<file path="src/rtl/board_renderer.sv">
// board_renderer: walks the playfield RAM cell by cell and launches
// one square fill per drawn cell, waiting for the filler between cells.
module board_renderer #(
  parameter int          COLS       = 10,
  parameter int          ROWS       = 20,
  parameter logic [10:0] X0         = 11'd25,
  parameter logic [10:0] Y0         = 11'd1,
  parameter logic [10:0] PITCH      = 11'd24,
  parameter bit          DRAW_EMPTY = 1'b0
) (
  input  logic        clk,
  input  logic        reset,
  input  logic        start,
  output logic [7:0]  cell_addr,
  input  logic [2:0]  cell_data,
  output logic        sq_start,
  output logic [10:0] refX,
  output logic [10:0] refY,
  input  logic        doneSq,
  output logic [2:0]  pix_color,
  output logic        busy,
  output logic        frame_done
);

  localparam int CW = (COLS > 1) ? $clog2(COLS) : 1;
  localparam int RW = (ROWS > 1) ? $clog2(ROWS) : 1;
  localparam logic [CW-1:0] COL_LAST = CW'(COLS - 1);
  localparam logic [RW-1:0] ROW_LAST = RW'(ROWS - 1);

  typedef enum logic [2:0] {
    S_IDLE,
    S_FETCH,
    S_WAIT_RD,
    S_LAUNCH,
    S_FILL,
    S_ADVANCE,
    S_DONE
  } state_t;

  state_t        state_q, state_d;
  logic [CW-1:0] col_q, col_d;
  logic [RW-1:0] row_q, row_d;
  logic [7:0]    addr_q, addr_d;
  logic [10:0]   refx_q, refx_d;
  logic [10:0]   refy_q, refy_d;
  logic [2:0]    color_q, color_d;

  logic col_last;
  logic cell_last;

  assign col_last  = (col_q == COL_LAST);
  assign cell_last = col_last && (row_q == ROW_LAST);

  always_ff @(posedge clk) begin
    if (reset) begin
      state_q <= S_IDLE;
      col_q   <= '0;
      row_q   <= '0;
      addr_q  <= '0;
      refx_q  <= X0;
      refy_q  <= Y0;
      color_q <= '0;
    end else begin
      state_q <= state_d;
      col_q   <= col_d;
      row_q   <= row_d;
      addr_q  <= addr_d;
      refx_q  <= refx_d;
      refy_q  <= refy_d;
      color_q <= color_d;
    end
  end

  always_comb begin
    state_d = state_q;
    col_d   = col_q;
    row_d   = row_q;
    addr_d  = addr_q;
    refx_d  = refx_q;
    refy_d  = refy_q;
    color_d = color_q;
    unique case (state_q)
      S_IDLE: begin
        if (start) state_d = S_FETCH;
      end
      S_FETCH: begin
        state_d = S_WAIT_RD;
      end
      S_WAIT_RD: begin
        color_d = cell_data;
        if ((cell_data != 3'd0) || DRAW_EMPTY)
          state_d = S_LAUNCH;
        else
          state_d = S_ADVANCE;
      end
      S_LAUNCH: begin
        state_d = S_FILL;
      end
      S_FILL: begin
        if (doneSq) state_d = S_ADVANCE;
      end
      S_ADVANCE: begin
        // corners are running sums; no row*PITCH product anywhere
        if (col_last) begin
          col_d  = '0;
          refx_d = X0;
          row_d  = row_q + RW'(1);
          refy_d = refy_q + PITCH;
        end else begin
          col_d  = col_q + CW'(1);
          refx_d = refx_q + PITCH;
        end
        addr_d = addr_q + 8'd1;
        if (cell_last)
          state_d = S_DONE;
        else
          state_d = S_FETCH;
      end
      S_DONE: begin
        col_d   = '0;
        row_d   = '0;
        addr_d  = '0;
        refx_d  = X0;
        refy_d  = Y0;
        state_d = S_IDLE;
      end
      default: begin
        state_d = S_IDLE;
      end
    endcase
  end

  assign cell_addr  = addr_q;
  assign refX       = refx_q;
  assign refY       = refy_q;
  assign pix_color  = color_q;
  assign sq_start   = (state_q == S_LAUNCH);
  assign busy       = (state_q != S_IDLE);
  assign frame_done = (state_q == S_DONE);

endmodule

</file>
<file path="config.mk">
export PLATFORM = sky130hd
export DESIGN_NAME = board_renderer
export DESIGN_NICKNAME = d
export VERILOG_FILES = /design/src/rtl/board_renderer.sv
export SDC_FILE = /design/constraint.sdc
export NUM_CORES = 1
export LEC_CHECK = 0
export ABC_AREA = 1
export CORE_MARGIN = 10
export CORE_UTILIZATION = 45
export CTS_CLUSTER_DIAMETER = 50
export DETAILED_ROUTE_END_ITERATION = 7
export PLACE_DENSITY = 0.79
export RECOVER_POWER = 50
export SYNTH_ARGS = -nofsm -noshare
export SYNTH_HDL_FRONTEND = slang
export SYNTH_SLANG_ARGS = --single-unit
</file>
<file path="constraint.sdc">
create_clock -name clk -period 2.7 [get_ports clk]
set_input_delay 0.405 -clock clk [delete_from_list [all_inputs] [get_ports clk]]
set_output_delay 0.405 -clock clk [all_outputs]
set_load 0.02 [all_outputs]
</file>
==> summary.md <==
| Metric | Value |
|---|---|
| Status | `finished clean` |
| Die ar. | `7740 um^2` |
| CP bufs+invs | `2` |
| Largest fanout on the critical path | `8` |
| CTS tree | `done` |
| Post-Route WL | `roughly 4700 um` |
| Largest net degree at the start of global routing | `13` |
| Num rows | `24` |
| Setup Buffers After CTS | `0` |
| Slowest stage delay, CP | `approximately 0.49 ns` |
| Global-route wire length before repair | `roughly 8000 um` |
| Critical-path top delay cell | `nor2_1` |
| Hold/Removal Path Class | `flop to flop` |
| Setup crit end kind | `flop` |
| Final-stage net count | `~350` |
| Port buffer count | `38` |
| Top Family by Delay on Critical Path | `simple AND/OR/NAND/NOR gates` |
| Clock Sinks | `41` |
| Post-Synthesis Cells | `298` |
| Pwr/cell area | `just under 500 nW/um^2` |
| MaxCap Viol Count | `0` |
| Post_cts resized | `0` |
| Drt pass-1 iters | `7` |
| Worst path cell trace | `nand3_1 -> nor2_1 -> inv_1 -> nand2_1 -> inv_1 -> o21ai_0 -> a21oi_1` |
| R2r setup slk | `about 0.65 ns` |
| Final TNS setup | `0 ns` |
| Critical Path AT | `between 2 and 2.5 ns` |
| Critical path required time | `roughly 2.9 ns` |
| Die width | `between 80 and 90 um` |
| Antenna violations before repair | `0` |
| Chip Height | `just under 90 um` |
| H-Tree Level Count | `2` |
| Clk_skew | `~0.007 ns` |
| Setup Viol. Count Final | `0` |
| GRT Residual Overflow | `0` |
| Vias in the first global route | `1859` |
| Post-detailed-route via-to-cell ratio | `about 5.1` |
| Worst Setup Path Type | `flop to flop` |
| Final GP Congestion | `0.835` |
| Endpoints failing hold | `0` |
| CTS clk-pin slew, worst paths | `about 0.08 ns` |
| Peak VDD IR | `around 0.21 mV` |
| Setup crit start | `state_q[0]` |
| Most frequent CP cell | `inv_1` |
| N_diodes | `0` |
| Crit path time final | `~2.1 ns` |
| DRT iter0 DRCs | `approximately 200` |
| Mapped Avg Cell Area | `~7 um^2` |
| Hold Path Origin | `refY[0]` |
| I/O pin count | `43` |
| Post-Synthesis Cell Area | `a little over 2000 um^2` |
| Core area | `approximately 4400 um^2` |
| Avg WL per Cell | `roughly 12 um` |
| Post-CTS Hold Fix Bufs | `0` |
| Achievable Freq | `487 MHz` |
| Layout cell share with drive strength beyond 1 | `under 10%` |
| Yosys cell types | `32` |
| Worst-Skew Late Latency | `around 0.3 ns` |
| Total GRT Usage | `between 10% and 20%` |
| Max-slew violations | `0` |
| Drt drc | `0` |
| Cell area after layout | `about 2600 um^2` |
| Worst R2R Start | `state_q[0]` |
| Initial core utilization | `~47%` |
| Longest Clk Path Bufs | `2` |
| RSZ-0062 raised after global routing | `no` |
| Syn. warnings | `0` |
| Area growth syn-to-layout | `23.4%` |
| P_leak | `approximately 0.0011 uW` |
| CP Launch Type | `flop` |
| TritonCTS Buffers | `5` |
| Clock root buffer | `clkbuf_8` |
| Number of synthesized register bits | `41` |
| Vias | `around 2000` |
| Final period utilization | `76.1%` |
| Register area share after synthesis | `between 30 and 40%` |
| Final HPWL DP | `roughly 3600 um` |
| Antenna viol nets, final | `0` |
| DP Area | `about 2500 um^2` |
worst register-to-register path, stage by stage (launching register included):
cell and delay (ns):
dfxtp_1 0.46, nand3_1 0.32, nor2_1 0.50, inv_1 0.15
nand2_1 0.23, inv_1 0.14, o21ai_0 0.10, a21oi_1 0.05
flip-flops by register name, summed over array words and instances (netlist names):
| register | count |
|---|---|
| pix_color | 3 |
| refX | 9 |
| col_q | 4 |
| refY | 9 |
| cell_addr | 8 |
| state_q | 3 |
| row_q | 5 |
cell type report:
type,instances,area [um^2]
timing repair buffer,39,384
sequential,41,821
multi-input combinational,202,996
clock inverter,1,30.0
tap,52,65.1
clock buffer,7,86.3
inverter,49,184
fill,423,1850
metrics by stage:
stage / utilization (%) / total power [uW] / std cells / hold slack (ns) / setup slack, ns
finish: 58.1 / 1250 / 391 / 0.447 / 0.646
global route: 58.1 / 1310 / 391 / 0.456 / 0.394
CTS: 59.0 / 1270 / 391 / 0.448 / 0.592
detailed placement: 56.3 / 764 / 383 / 0.433 / 0.808
global placement: 56.3 / 761 / 383 / 0.430 / 0.856
floorplan: - / 721 / 301 / 0.456 / 1.28
synth_stat cells (all sizes together):
library cell | count | area [um^2]
a211oi | 2 | 15.0
a21oi | 24 | 120
a22oi | 1 | 7.51
a31oi | 1 | 6.26
buf | 6 | 46.3
clkbuf | 3 | 11.3
conb | 1 | 3.75
dfxtp | 41 | 821
ha | 6 | 75.1
inv | 49 | 184
nand2 | 67 | 272
nand3 | 24 | 133
nand4 | 9 | 56.3
nor2 | 34 | 153
nor3 | 9 | 50.1
o211ai | 1 | 7.51
o21a | 1 | 7.51
o21ai | 12 | 60.1
o22ai | 3 | 18.8
or2 | 1 | 6.26
xnor2 | 1 | 8.76
xor2 | 2 | 17.5
worst paths after layout:
check,end,cells after the start
max,refX[6],7
min reg2reg,refY[0],2
min,refY[0],2
max reg2reg,refX[6],7
placed cells by master (no fill, tap or decap):
master | synthesis | final
clkbuf_8 | 0 | 6
inv_2 | 3 | 2
o21a_1 | 1 | 1
nor3_1 | 8 | 8
dfxtp_1 | 41 | 41
clkbuf_1 | 3 | 2
nor3_2 | 1 | 1
bufinv_16 | 0 | 1
inv_1 | 46 | 47
a22oi_1 | 1 | 1
xnor2_1 | 1 | 1
nand2_1 | 63 | 65
conb_1 | 1 | 4
o211ai_1 | 1 | 1
nand2_4 | 2 | 1
dlygate4sd3_1 | 0 | 1
nand2_2 | 2 | 1
a211oi_1 | 2 | 2
nor2_4 | 3 | 2
nand4_1 | 9 | 9
a21oi_1 | 24 | 24
xor2_1 | 2 | 2
a31oi_1 | 1 | 1
clkdlybuf4s50_1 | 0 | 37
o22ai_1 | 3 | 3
nand3_1 | 23 | 24
ha_1 | 6 | 6
o21ai_0 | 11 | 12
or2_2 | 1 | 1
nor2_1 | 30 | 32
metal layers:
layer | wire (um) | track usage, %
met2 | 2370 | 21.8
met4 | 73 | 6.67
met1 | 2050 | 13.9
met3 | 253 | 3.44
met5 | 0 | 0
cell families after synthesis:
kind of cell / after synthesis / synth area share [%]
other: 1 / 0.180
flip-flops: 41 / 39.5
buffers and inverters: 58 / 11.6
AND/OR/NAND/NOR: 144 / 32.2
XOR/XNOR: 3 / 1.26
adder cells (fa/ha/maj): 6 / 3.61
AO/OA/AOI/OAI: 45 / 11.7
report_power, final:
| part | internal (uW) | leakage [uW] | total (uW) | switching [uW] |
|---|---|---|---|---|
| Sequential | 616 | 0.000331 | 629 | 12.8 |
| Clock | 301 | 0.0000585 | 511 | 209 |
| Combinational | 45.1 | 0.000669 | 114 | 68.9 |
Note: power is estimated with default switching activity, not from simulation.
